$ cat src/rtl/cache_port_scheduler_pkg.sv
// Shared types and bank helper for the cache port scheduler.
// Bank select is a fixed slice of the word address above BANK_OFFSET.
package cache_sched_pkg;

    localparam int ADDR_WIDTH  = 30;
    localparam int DATA_WIDTH  = 32;
    localparam int TAG_WIDTH   = 4;
    localparam int NUM_BANKS   = 4;
    localparam int BANK_OFFSET = 0;
    localparam int WMASK_WIDTH = DATA_WIDTH / 8;
    localparam int BANK_BITS   = (NUM_BANKS > 1) ? $clog2(NUM_BANKS) : 1;

    typedef logic [BANK_BITS-1:0] BankIdx;

    typedef struct packed {
        logic                   valid;
        logic                   we;
        logic [ADDR_WIDTH-1:0]  addr;
        logic [DATA_WIDTH-1:0]  wdata;
        logic [WMASK_WIDTH-1:0] wmask;
        logic [TAG_WIDTH-1:0]   tag;
    } CacheReq_t;

    typedef struct packed {
        logic                  valid;
        logic [TAG_WIDTH-1:0]  tag;
        logic [DATA_WIDTH-1:0] data;
    } CacheResp_t;

    typedef struct packed {
        logic                   ce;
        logic                   we;
        logic [ADDR_WIDTH-1:0]  addr;
        logic [DATA_WIDTH-1:0]  data;
        logic [WMASK_WIDTH-1:0] wmask;
    } CacheIF_t;

    // A single-bank configuration masks the slice down to zero.
    function automatic BankIdx bank_of(input logic [ADDR_WIDTH-1:0] addr);
        return BankIdx'(addr >> BANK_OFFSET) & BankIdx'(NUM_BANKS - 1);
    endfunction

endpackage

$ cat src/rtl/cache_port_scheduler_if.sv
// Requester and arbiter facing signals of the cache port scheduler.
// slave is the scheduler side; master is the environment (requesters + arbiter).
interface cache_port_scheduler_if #(
    parameter int NUM_PORTS = 4
);
    import cache_sched_pkg::*;

    logic                  IN_flush;
    CacheReq_t             IN_req       [NUM_PORTS];
    logic [NUM_PORTS-1:0]  OUT_reqReady;
    CacheIF_t              OUT_ports    [NUM_PORTS];
    logic [NUM_PORTS-1:0]  IN_portReady;
    logic [DATA_WIDTH-1:0] IN_portRData [NUM_PORTS];
    CacheResp_t            OUT_resp     [NUM_PORTS];

    modport slave (
        input  IN_flush, IN_req, IN_portReady, IN_portRData,
        output OUT_reqReady, OUT_ports, OUT_resp
    );

    modport master (
        output IN_flush, IN_req, IN_portReady, IN_portRData,
        input  OUT_reqReady, OUT_ports, OUT_resp
    );

endinterface

$ cat src/rtl/cache_port_scheduler_starve_select.sv
// Per-port starvation credit and sticky urgent-winner register.
// Masks the winner's same-bank competitors until the winner is granted.
module starve_select
    import cache_sched_pkg::*;
#(
    parameter int NUM_PORTS    = 4,
    parameter int STARVE_LIMIT = 8
) (
    input  logic                 clk,
    input  logic                 rst_n,
    input  logic                 i_flush,
    input  logic [NUM_PORTS-1:0] i_slot_valid,
    input  logic [NUM_PORTS-1:0] i_grant,
    input  BankIdx               i_bank [NUM_PORTS],
    output logic [NUM_PORTS-1:0] o_mask
);

    localparam int AGE_W  = $clog2(STARVE_LIMIT + 1);
    localparam int PIDX_W = (NUM_PORTS > 1) ? $clog2(NUM_PORTS) : 1;
    localparam logic [AGE_W-1:0] CREDIT_FULL = AGE_W'(STARVE_LIMIT);

    // Credit counts down per denied cycle; zero means the slot is starving.
    logic [AGE_W-1:0]     r_credit [NUM_PORTS];
    logic                 r_winner_valid;
    logic [PIDX_W-1:0]    r_winner;
    logic [NUM_PORTS-1:0] w_urgent;
    logic                 w_pick_valid;
    logic [PIDX_W-1:0]    w_pick;
    logic                 w_winner_done;

    always_comb begin
        w_urgent = '0;
        for (int i = 0; i < NUM_PORTS; i++) begin
            w_urgent[i] = i_slot_valid[i] && (r_credit[i] == '0);
        end
    end

    // A port granted this cycle is being served, so it is not a candidate.
    always_comb begin
        w_pick_valid = 1'b0;
        w_pick       = '0;
        for (int i = NUM_PORTS - 1; i >= 0; i--) begin
            if (w_urgent[i] && !i_grant[i]) begin
                w_pick_valid = 1'b1;
                w_pick       = PIDX_W'(i);
            end
        end
    end

    assign w_winner_done = !r_winner_valid || i_grant[r_winner];

    always_comb begin
        o_mask = '0;
        for (int i = 0; i < NUM_PORTS; i++) begin
            o_mask[i] = r_winner_valid && (PIDX_W'(i) != r_winner)
                        && (i_bank[i] == i_bank[r_winner]);
        end
    end

    always_ff @(posedge clk or negedge rst_n) begin
        if (!rst_n) begin
            for (int i = 0; i < NUM_PORTS; i++) begin
                r_credit[i] <= CREDIT_FULL;
            end
            r_winner_valid <= 1'b0;
            r_winner       <= '0;
        end else begin
            for (int i = 0; i < NUM_PORTS; i++) begin
                if (i_flush || !i_slot_valid[i] || i_grant[i]) begin
                    r_credit[i] <= CREDIT_FULL;
                end else if (r_credit[i] != '0) begin
                    r_credit[i] <= r_credit[i] - 1'b1;
                end
            end
            if (i_flush) begin
                r_winner_valid <= 1'b0;
            end else if (w_winner_done) begin
                r_winner_valid <= w_pick_valid;
                r_winner       <= w_pick;
            end
        end
    end

endmodule

$ cat src/rtl/cache_port_scheduler.sv
// One-entry request slots per requester, issue to the banked port arbiter,
// and a 2-stage read-tag pipeline matching the arbiter's fixed read latency.
module cache_port_scheduler
    import cache_sched_pkg::*;
#(
    parameter int NUM_PORTS    = 4,
    parameter int STARVE_LIMIT = 8
) (
    input  logic                   clk,
    input  logic                   rst_n,
    cache_port_scheduler_if.slave  bus
);

    logic [NUM_PORTS-1:0] w_slot_valid;
    logic [NUM_PORTS-1:0] w_mask;
    logic [NUM_PORTS-1:0] w_issue;
    logic [NUM_PORTS-1:0] w_grant;
    logic [NUM_PORTS-1:0] w_ready;
    logic [NUM_PORTS-1:0] w_accept;
    BankIdx               w_bank [NUM_PORTS];

    starve_select #(
        .NUM_PORTS    (NUM_PORTS),
        .STARVE_LIMIT (STARVE_LIMIT)
    ) u_starve (
        .clk          (clk),
        .rst_n        (rst_n),
        .i_flush      (bus.IN_flush),
        .i_slot_valid (w_slot_valid),
        .i_grant      (w_grant),
        .i_bank       (w_bank),
        .o_mask       (w_mask)
    );

    assign bus.OUT_reqReady = w_ready;

    for (genvar i = 0; i < NUM_PORTS; i++) begin : g_port
        CacheReq_t            r_slot;
        logic                 r_s1_valid;
        logic                 r_s2_valid;
        logic [TAG_WIDTH-1:0] r_s1_tag;
        logic [TAG_WIDTH-1:0] r_s2_tag;

        assign w_slot_valid[i] = r_slot.valid;
        assign w_bank[i]       = bank_of(r_slot.addr);
        assign w_issue[i]      = r_slot.valid && !w_mask[i];
        assign w_grant[i]      = w_issue[i] && bus.IN_portReady[i];
        assign w_ready[i]      = !bus.IN_flush && (!r_slot.valid || w_grant[i]);
        assign w_accept[i]     = bus.IN_req[i].valid && w_ready[i];

        // Arbiter fields come only from the slot register, never from IN_req.
        assign bus.OUT_ports[i] = '{ce:    !w_issue[i],
                                    we:    r_slot.we,
                                    addr:  r_slot.addr,
                                    data:  r_slot.wdata,
                                    wmask: r_slot.wmask};

        assign bus.OUT_resp[i] = '{valid: r_s2_valid,
                                   tag:   r_s2_tag,
                                   data:  bus.IN_portRData[i]};

        always_ff @(posedge clk or negedge rst_n) begin
            if (!rst_n) begin
                r_slot     <= '0;
                r_s1_valid <= 1'b0;
                r_s2_valid <= 1'b0;
                r_s1_tag   <= '0;
                r_s2_tag   <= '0;
            end else begin
                if (w_accept[i]) begin
                    r_slot <= bus.IN_req[i];
                end else if (w_grant[i] || bus.IN_flush) begin
                    r_slot.valid <= 1'b0;
                end
                // Flush never cancels reads that have already been granted.
                r_s1_valid <= w_grant[i] && !r_slot.we;
                r_s1_tag   <= r_slot.tag;
                r_s2_valid <= r_s1_valid;
                r_s2_tag   <= r_s1_tag;
            end
        end
    end

endmodule

$ cat src/flat_wrapper.sv
// flat-port wrapper written by rule: the top's interface ports become plain ports
module cache_port_scheduler_flat import cache_sched_pkg::*;
#(
    parameter int NUM_PORTS    = 4,
    parameter int STARVE_LIMIT = 8
)
  (clk, rst_n, bus_IN_flush, bus_IN_req, bus_IN_portReady, bus_IN_portRData, bus_OUT_reqReady, bus_OUT_ports, bus_OUT_resp);
  cache_port_scheduler_if #(.NUM_PORTS(NUM_PORTS)) bus_i ();
  input  logic clk;
  input  logic rst_n;
  input wire logic [$bits(bus_i.IN_flush)-1:0] bus_IN_flush;
  input wire logic [$bits(bus_i.IN_req)-1:0] bus_IN_req;
  input wire logic [$bits(bus_i.IN_portReady)-1:0] bus_IN_portReady;
  input wire logic [$bits(bus_i.IN_portRData)-1:0] bus_IN_portRData;
  output wire logic [$bits(bus_i.OUT_reqReady)-1:0] bus_OUT_reqReady;
  output wire logic [$bits(bus_i.OUT_ports)-1:0] bus_OUT_ports;
  output wire logic [$bits(bus_i.OUT_resp)-1:0] bus_OUT_resp;
  assign bus_i.IN_flush = bus_IN_flush;
  assign bus_i.IN_req = {>>{bus_IN_req}};
  assign bus_i.IN_portReady = bus_IN_portReady;
  assign bus_i.IN_portRData = {>>{bus_IN_portRData}};
  assign bus_OUT_reqReady = bus_i.OUT_reqReady;
  assign bus_OUT_ports = {>>{bus_i.OUT_ports}};
  assign bus_OUT_resp = {>>{bus_i.OUT_resp}};
  cache_port_scheduler #(.NUM_PORTS(NUM_PORTS), .STARVE_LIMIT(STARVE_LIMIT)) u_core (.clk(clk), .rst_n(rst_n), .bus(bus_i));
endmodule
$ cat config.mk
export PLATFORM = sky130hd
export DESIGN_NAME = cache_port_scheduler_flat
export DESIGN_NICKNAME = d
export VERILOG_FILES = /design/src/rtl/cache_port_scheduler_pkg.sv /design/src/rtl/cache_port_scheduler_if.sv /design/src/rtl/cache_port_scheduler_starve_select.sv /design/src/rtl/cache_port_scheduler.sv /design/src/flat_wrapper.sv
export SDC_FILE = /design/constraint.sdc
export NUM_CORES = 1
export LEC_CHECK = 0
export ABC_AREA = 1
export ABC_CLOCK_PERIOD_IN_PS = 3100
export CORE_AREA = 2 2 329 331
export CTS_CLUSTER_DIAMETER = 60
export DETAILED_ROUTE_END_ITERATION = 8
export DIE_AREA = 0 0 331 333
export GPL_ROUTABILITY_DRIVEN = 0
export PLACE_DENSITY = 0.4
export SYNTH_ARGS = -nofsm -noshare
export SYNTH_HDL_FRONTEND = slang
export SYNTH_SLANG_ARGS = --single-unit
$ cat constraint.sdc
create_clock -name clk -period 3.1 [get_ports clk]
set_clock_uncertainty 0.05 [all_clocks]
set_input_delay 0.62 -clock clk [delete_from_list [all_inputs] [get_ports clk]]
set_output_delay 0.62 -clock clk [all_outputs]
set_load 0.02 [all_outputs]
* Word level (Yosys, flattened, before mapping)
Cells that the tools add are included.
Operators by class: $add $sub $neg 4, $mul 0, divide/modulo/power cells 0, magnitude comparators 2, eq/ne operators 7, shift-type cells 0, muxes and demuxes 31, bitwise logic cells 2, reductions and logical operators 94
Operators with widths (number):
- logical AND 1 bit | 36
- two-way mux 4 bit | 8
- logical NOT 1 bit | 22
- nonzero test 2 bit | 10
- logical OR 1 bit | 17
- logical NOT 4 bit | 4
- nonzero test 4 bit | 4
- subtractor 4 x 1 -> 4 bit, second input constant | 4
- two-way mux 1 bit | 15
- two-way mux 2 bit | 6
- equality test 2 bit | 4
- binary-select mux 2 bit (select 2 bit) | 1
- != test 2 bit, first input constant | 2
- greater-or-equal comparator 3 bit, second input constant | 1
- less-than comparator 2 x 3 -> 1 bit, second input constant | 1
- NOT 2 -> 3 bit | 1
- binary-select mux 1 bit (select 2 bit) | 1
- != test 1 x 2 -> 1 bit, first input constant | 1
- AND reduction 2 bit | 1
- NOT 1 bit | 1
Storage, ports and cells: register bits after elaboration 347, bits in latches 0, memory bits (writable) 0, memory bits (read-only) 0, input bits 423, output and inout port bits 424, logic and storage cells 186, memories 0

* Logic depth before layout (Yosys ltp)
Gate-level depths: netlist of run 1.
word-level depth 17, depth in mapped cells 16, depth with buffers taken out 15

* Hierarchy
Synthesis of run 1 repeated with hierarchy kept, for this count alone.
Second synthesis, totals: cell total of the unflattened synthesis 1945, area, all modules 17250.3 um2
Modules (own cells, without submodules):
- cache_port_scheduler | instances 1, cells each 1745, area an instance 15907.8 um2, sequential area each 8207.9 um2
- starve_select | instances 1, cells each 200, area an instance 1342.5 um2, sequential area each 480.5 um2

* Worst setup path before layout of run 1
Ideal clock, no wire load.
path type reg-to-output, start point register u_core.u_starve.r_winner[0], end point output port bus_OUT_reqReady[0], data arrival time 1.593 ns, required time 2.430 ns, path slack 0.837 ns, cell stages (with the launch flop) 10, path buffers 2, cell sequence dfrtp_1 > buf_6 > o21ai_0 > nand2_1 > nand2_2 > xor2_1 > nand2_2 > a21oi_4 > nor2_8 > buf_2
Between the ends: cells in the longest elaborated chain, start to end 11, elaborated cells on any way between the ends 13, those cells by class eq/ne: 1; mux: 3; bitwise: 1; reduce/logical: 8
Ends and longest elaborated chain:
- from (decl) | RTL line cache_port_scheduler_starve_select.sv:25 | logic [PIDX_W-1:0] r_winner;
- from (signal assigned) | RTL line cache_port_scheduler_starve_select.sv:79 | r_winner <= w_pick;
- NOT 2 -> 3 bit (not written as such) | RTL line cache_port_scheduler_starve_select.sv:56 | && (i_bank[i] == i_bank[r_winner]);
- binary-select mux 2 bit (select 2 bit) | RTL line cache_port_scheduler_starve_select.sv:56
- two-way mux 2 bit (not written as such) (2 in series) | RTL line cache_port_scheduler_starve_select.sv:56
- equality test 2 bit | RTL line cache_port_scheduler_starve_select.sv:56
- logical AND 1 bit * | RTL line cache_port_scheduler_starve_select.sv:56
- logical NOT 1 bit * | RTL line cache_port_scheduler.sv:46 | assign w_issue[i] = r_slot.valid && !w_mask[i];
- logical AND 1 bit * | RTL line cache_port_scheduler.sv:46
- logical AND 1 bit * | RTL line cache_port_scheduler.sv:47 | assign w_grant[i] = w_issue[i] && bus.IN_portReady[i];
- logical OR 1 bit * | RTL line cache_port_scheduler.sv:48 | assign w_ready[i] = !bus.IN_flush && (!r_slot.valid || w_grant[i]);
- logical AND 1 bit * | RTL line cache_port_scheduler.sv:48
- to (decl) | RTL line flat_wrapper.sv:15 | output wire logic [$bits(bus_i.OUT_reqReady)-1:0] bus_OUT_reqReady;
Mark *: on every way between the ends. The rest lies on a longest branch, timed or not. The select of a mux whose other input is x is not followed.

* Worst setup path after layout of run 1
Same ends and word-level chain as after synthesis.

==> results of run 1 <==
## per-layer routing
metal	routed length (µm)	share of wire, %
met2	27400	46
met3	5400	9.0
met1	24700	41
met4	2290	3.8
met5	119	0.20
## placed cells by master (no fill, tap or decap), types with 5 or more instances in the layout
cell type	instances
dfrtp_1	341
clkdlybuf4s50_1	577
buf_12	13
clkinv_2	9
nand2_2	5
nor2_1	25
buf_2	6
nand3_1	308
o21ai_0	9
buf_6	5
clkbuf_1	12
ha_1	8
buf_4	42
a21oi_4	5
inv_1	33
clkbuf_16	53
nand2_1	629
## final cells by class
type                            count  area [µm²]
Clock inverter                     27         305
Fill cell                       11800       83200
Tap cell                         1403        1760
Multi-Input combinational cell   1029        4680
Clock buffer                       67        1400
Sequential cell                   347        8690
Inverter                           35         131
Timing Repair Buffer              648        6480
## repair_timing
| item | CTS | global route |
|---|---|---|
| buffers inserted | 8 | 2 |
| endpoints found under the hold margin | 52 | 0 |
| setup endpoints to repair | 8 | 8 |
| pin swaps | 14 | 13 |
| resized for setup | 46 | 16 |
| hold buffers | 1 | 0 |
## sequential cells by signal (all words and copies together), names as in the netlist
name / count
u_core.g_port.r_s1_valid: 4
u_core.g_port.r_s1_tag: 16
u_core.u_starve.r_credit: 16
u_core.g_port.r_s2_valid: 4
u_core.g_port.r_slot: 20
u_core.u_starve.r_winner: 2
u_core.g_port.r_s2_tag: 16
u_core.u_starve.r_winner_valid: 1
u_core.bus.OUT_ports: 268
## worst max-delay path, stage by stage (launching register included)
cell and delay [ns]:
dfrtp_2 0.44, buf_6 0.15, nand3_2 0.06, nand2_2 0.06, nor2_4 0.21, buf_6 0.14
nor2_4 0.03, nor2_2 0.10, nand2_2 0.10, a21oi_4 0.21, nor2_8 0.07, buf_6 0.13
## metrics by stage
stage          cell area (µm²)  power (mW)  hold slack (ns)
6_report                 23400        15.1            0.292
2_1_floorplan            17000        8.14            0.274
5_1_grt                  23400        16.0            0.302
3_5_place_dp             21600        9.29            0.286
4_1_cts                  23400        15.5            0.263
3_3_place_gp             21600        9.29            0.282
## synth_stat cells, types with 2 or more instances
| cell type | number |
|---|---|
| clkbuf_1 | 13 |
| o21ai_0 | 10 |
| xnor2_1 | 4 |
| inv_2 | 2 |
| nor2_8 | 4 |
| ha_1 | 8 |
| buf_6 | 29 |
| nand2_2 | 4 |
| nand3b_1 | 3 |
| o31ai_1 | 2 |
| buf_2 | 28 |
| nor3_1 | 4 |
| xor2_1 | 4 |
| dfrtp_1 | 343 |
| dfstp_2 | 4 |
| a21oi_4 | 4 |
| nand3_1 | 310 |
| inv_1 | 33 |
| buf_1 | 20 |
| nor2_1 | 30 |
| nand2_8 | 4 |
| nand2_1 | 633 |
| buf_4 | 401 |
## path summary, 6_finish.rpt
| path | to | slack, ns | startpoint |
|---|---|---|---|
| max reg2reg | u_core.g_port[0].r_slot[2]$_DFFE_PN0P_ | 0.29 | u_core.u_starve.r_winner[0]$_DFFE_PN0P_ |
| min reg2reg | u_core.g_port[3].r_s2_tag[1]$_DFF_PN0_ | 0.29 | u_core.g_port[3].r_s1_tag[1]$_DFF_PN0_ |
| max in group asynchronous | u_core.u_starve.r_credit[11]$_DFFE_PN1P_ | 1.66 | rst_n |
| min | u_core.g_port[3].r_s2_tag[1]$_DFF_PN0_ | 0.29 | u_core.g_port[3].r_s1_tag[1]$_DFF_PN0_ |
| min in group asynchronous | u_core.g_port[0].r_slot[0]$_DFFE_PN0P_ | 0.53 | rst_n |
| max | bus_OUT_reqReady[0] | 0.09 | u_core.u_starve.r_winner[0]$_DFFE_PN0P_ |
## logic make-up (layout without fill, tap and decap cells)
kind of cell	count (synthesis)	after routing
and+or+nand+nor	996	996
buffers and inverters	526	777
DFF	347	347
AOI/OAI and AO/OA	17	17
adders and majority gates	8	8
xor gates and xnor gates	8	8
## report_power, final
part / internal, mW / total [mW] / leakage, nW / switching [mW]
Sequential: 5.19 / 5.54 / 4.32 / 0.351
Clock: 3.55 / 5.95 / 0.828 / 2.41
Combinational: 1.68 / 3.63 / 5.67 / 1.95
==> results.toml, run 1 <==
[global_route]
grt_overflow = 0
top_usage_layer = "met2"
grt_pass1_vias = 13000
antenna_found_initial = 4
grt_pass1_wl_mm = 87.2
met2_usage_pct = 16.7
grt_max_degree = 73
grtUsageMet3_pct = 3.72
grt_usage_pct = 10.5
use_met1_pct = 12.7

[finish]
antennaDiodeCount = 0
num-nets-final = 2544
final_util_pct = 22.0
fin_cells = 3556
final_layout_size_suffix_gt1_share_pct = 8.87
area_growth_syn_to_layout_pct = 37.7

[routing]
antenna_left = 0
drc = 0
finalWirelength_mm = 59.9
via_per_inst = 3.54
via_count = 12600
routedWlPerCell_um = 16.9
first_iter_violations = 571
dr.pass1.iters = 5

[yosys]
synth_top_family_by_area = "simple AND/OR/NAND/NOR gates"
synth_mux_area_share_pct = 0
yosys.area_share.simple_pct = 25.2
yosysWarningCount = 0
synth_fa_ha_area_share_pct = 0.588
ys.flop_type = "dfrtp_1"
yosysSeqAreaShare_pct = 51.0
synth_nets = 2333
synth_top_cell_by_area = "dfrtp_1"
synthArstFlopShare_pct = 100
synth.area.top_cells = "dfrtp_1 (50%), buf_4 (18%), nand2_1 (14%), nand3_1 (9.1%), buf_6 (1.9%)"
synth-edff-count = 0
syn_area_um2 = 17000
synth-seq-cells = 347
ys_types = 28
post_synth_xor_area_fraction_pct = 0.411
syn_inst = 1902
synth_top_area_share_pct = 50.4
synth_compound_area_share_pct = 0.816
synth_area_per_cell_um2 = 8.95

[worst_setup_path]
end_kind = "output pin"
crit_type = "reg -> out"
start_kind = "flop"
critPathRequiredTime_ns = 2.43
cp_max_fo = 6
ff2ff_path_depth = 15
arrival_ns = 2.34

[floorplanning]
die_w_um = 331
die_area_um2 = 110000
core_area_um2 = 107000
die_y_um = 333
rows = 120
initial_core_util_pct = 16.0
io_pins = 847

[sta]
max_freq_mhz = 332
finalSetupViolations = 0
timing.final.crit_period_ns = 3.01
tightest_slew_ns = 0.731
hold_viol_final = 0
finalCritPeriodShare_pct = 97.1
setup_slack_ns = 0.0913
rsz0062_at_grt = "yes"
slew_viol_final = 0
slew-limit-headroom_pct = 51.3
finalSetupTns_ns = 0

[pwr]
p_per_area_nw_per_um2 = 645
p_leak_nw = 10.8
vdd_drop_max_mv = 0.367

[placed_design]
hpwl_mm = 43.3
pre_cts_slack_ns = 0.200
io_buffers = 590
place_inst = 3452

[flow_run]
drv_cap = 0

[cts]
clk_pin_slew_ns = 0.06
clockBufferDepth = 3
insertion_delay_ns = 0.63
clock-sinks = 347
ctsHtreeMaxLevel = 2
tritoncts = "done"
cts_buffers = 52
cts_root_buf = "clkbuf_16"

[run_status]
status = "completed"

[worst_hold_path]
holdPathStages = 0
min_path_type = "reg -> reg"
Note: power is estimated with default switching activity, not from simulation.
==> inputs of run 2 (changes only) <==
--- a/config.mk
+++ b/config.mk
@@ -8,7 +8,7 @@
 export ABC_AREA = 1
 export ABC_CLOCK_PERIOD_IN_PS = 3100
 export CORE_AREA = 2 2 329 331
-export CTS_CLUSTER_DIAMETER = 60
+export CTS_CLUSTER_DIAMETER = 100
 export DETAILED_ROUTE_END_ITERATION = 8
 export DIE_AREA = 0 0 331 333
 export GPL_ROUTABILITY_DRIVEN = 0
==> constraint.sdc (replaced) <==
create_clock -name clk -period 3.1 [get_ports clk]
set_clock_uncertainty 0.05 [all_clocks]
set_input_delay 0.62 -clock clk [delete_from_list [all_inputs] [get_ports clk]]
set_output_delay 0.62 -clock clk [all_outputs]
set_load 0.05 [all_outputs]
==> run 2 against run 1 <==
Sequential share of layout area increased by 0.13 points. First-iteration DRC count increased by 13%. Via count grew 0.49%. Critical endpoint is now bus_OUT_reqReady[1]. Non-clock buffer count rose by 3. Combinational power grew 38%. Core utilization fell by 0.079 points. Sequential power barely moved. Global-route usage rose by 0.37 points. Setup slack better by 0.062 ns. Clock power is 3.7% lower. Wire length is 3.2% higher. Critical path depth stayed put.
==> results.toml, run 2 (synthesis results as in run 1) <==
[floorplanning]
initial_core_util_pct = 16.0
rows = 120
die_y_um = 333
die_area_um2 = 110000
io_pins = 847
die_w_um = 331
core_area_um2 = 107000

[worst_setup_path]
end_kind = "output pin"
arrival_ns = 2.28
critPathRequiredTime_ns = 2.43
start_kind = "flop"
cp_max_fo = 7
crit_type = "reg -> out"

[global_route]
antenna_found_initial = 5
grt_usage_pct = 10.9
grt_pass1_wl_mm = 89.9
grt_pass1_vias = 13100
grt_overflow = 0
grt_max_degree = 73

[routing]
via_per_inst = 3.55
finalWirelength_mm = 61.9
first_iter_violations = 646
dr.pass1.iters = 4
antenna_left = 0
via_count = 12600
routedWlPerCell_um = 17.4
drc = 0

[finish]
final_util_pct = 21.9
num-nets-final = 2546
final_area_um2 = 23400
largest_reg_flops = 268
area_growth_syn_to_layout_pct = 37.2
final_layout_size_suffix_gt1_share_pct = 8.69
final_cell_mix = "nand2_1 (628), clkdlybuf4s50_1 (577), dfrtp_1 (341)"
final_common_cell = "nand2_1"
antennaDiodeCount = 0

[cts]
insertion_delay_ns = 0.60
ctsHtreeMaxLevel = 2
tritoncts = "done"
clk_pin_slew_ns = 0.06
cts_root_buf = "clkbuf_16"
clock-sinks = 347
cts_buffers = 48
clockBufferDepth = 3

[sta]
finalCritPeriodShare_pct = 95.1
slew-limit-headroom_pct = 55.9
finalSetupTns_ns = 0
hold_viol_final = 0
timing.final.crit_period_ns = 2.95
rsz0062_at_grt = "yes"
hold_slack_ns = 0.295
max_freq_mhz = 339
slew_viol_final = 0
finalSetupViolations = 0
tightest_slew_ns = 0.660

[pwr]
p_leak_nw = 10.8
p_total_mw = 16.3
p_per_area_nw_per_um2 = 696
vdd_drop_max_mv = 0.353

[run_status]
status = "completed"

[flow_run]
drv_cap = 0

[placed_design]
place_area_um2 = 21500
hpwl_mm = 43.5
io_buffers = 590

[worst_hold_path]
min_path_type = "reg -> reg"
[run 2: cell count changes in the layout (fill, tap and decap cells not counted), sizes merged]
cell / previous run / this run
buf: 67 / 73
clkbuf: 69 / 73
clkinv: 13 / 7
inv: 41 / 37
clkinvlp: 4 / 1
nor2: 36 / 39
clkdlybuf4s15: 1 / 0
[run 2: layout make-up]
| type | instances | area, µm² |
|---|---|---|
| multi-input cells | 1032 | 4690 |
| clock inverters | 14 | 184 |
| flip-flops and latches | 347 | 8690 |
| repair buffers | 651 | 6480 |
| clock buffers | 73 | 1430 |
| inverters | 35 | 131 |
| well taps | 1403 | 1760 |
| fillers | 11800 | 83200 |
[run 2: what timing repair did]
item | 4_1_cts | 5_1_grt
endpoints found under the setup margin | 5 | 6
hold buffers | 1 | 0
gates resized for setup | 7 | 13
cloned | 3 | 0
pin swaps | 10 | 15
setup buffers | 9 | 6
endpoints found under the hold margin | 39 | 0
[run 2: stage by stage]
stage          setup slack, ns  cells
2_1_floorplan            0.742   1902
3_3_place_gp             0.153   3449
3_5_place_dp             0.135   3449
4_1_cts                -0.0509   3549
5_1_grt                -0.0537   3555
6_report                 0.153   3555
[run 2: final timing paths]
| kind | slack (ns) | start | cells after the start | endpoint |
|---|---|---|---|---|
| worst max-delay path | 0.15 | u_core.u_starve.r_winner[0]$_DFFE_PN0P_ | 11 | bus_OUT_reqReady[1] |
| worst max register to register | 0.48 | u_core.u_starve.r_winner[0]$_DFFE_PN0P_ | 14 | u_core.bus.OUT_ports[154]$_DFFE_PN0P_ |
| worst min register to register | 0.30 | u_core.g_port[2].r_s1_tag[2]$_DFF_PN0_ | 0 | u_core.g_port[2].r_s2_tag[2]$_DFF_PN0_ |
| worst min-delay path | 0.30 | u_core.g_port[2].r_s1_tag[2]$_DFF_PN0_ | 0 | u_core.g_port[2].r_s2_tag[2]$_DFF_PN0_ |
| min in group asynchronous | 0.50 | rst_n | 2 | u_core.bus.OUT_ports[205]$_DFFE_PN0P_ |
| max in group asynchronous | 1.66 | rst_n | 3 | u_core.bus.OUT_ports[192]$_DFFE_PN0P_ |
[run 2: worst max-delay path, cell delays in order (launching register included)]
cell and delay [ns]:
dfrtp_2 0.45, buf_6 0.15, inv_2 0.07, nor2_1 0.05, buf_4 0.16, nor2_4 0.07
nand2_1 0.06, nor2_2 0.14, nand2_4 0.09, a21oi_4 0.20, nor2_8 0.07, buf_12 0.16
[run 2: per-layer routing]
metal	GRT usage [%]	share of wire, %	wire length [µm]	vias to the layer above
li1	-	-	-	6051
met1	13.6	43	26500	5989
met2	17.4	46	28700	442
met3	3.42	7.4	4560	146
met4	4.00	3.2	2000	10
met5	0.399	0.19	117	-
[run 2: power breakdown]
group	internal, mW	switching, mW
combinational	1.67	3.33
clock	3.49	2.24
sequential	5.19	0.350
total	10.3	5.92
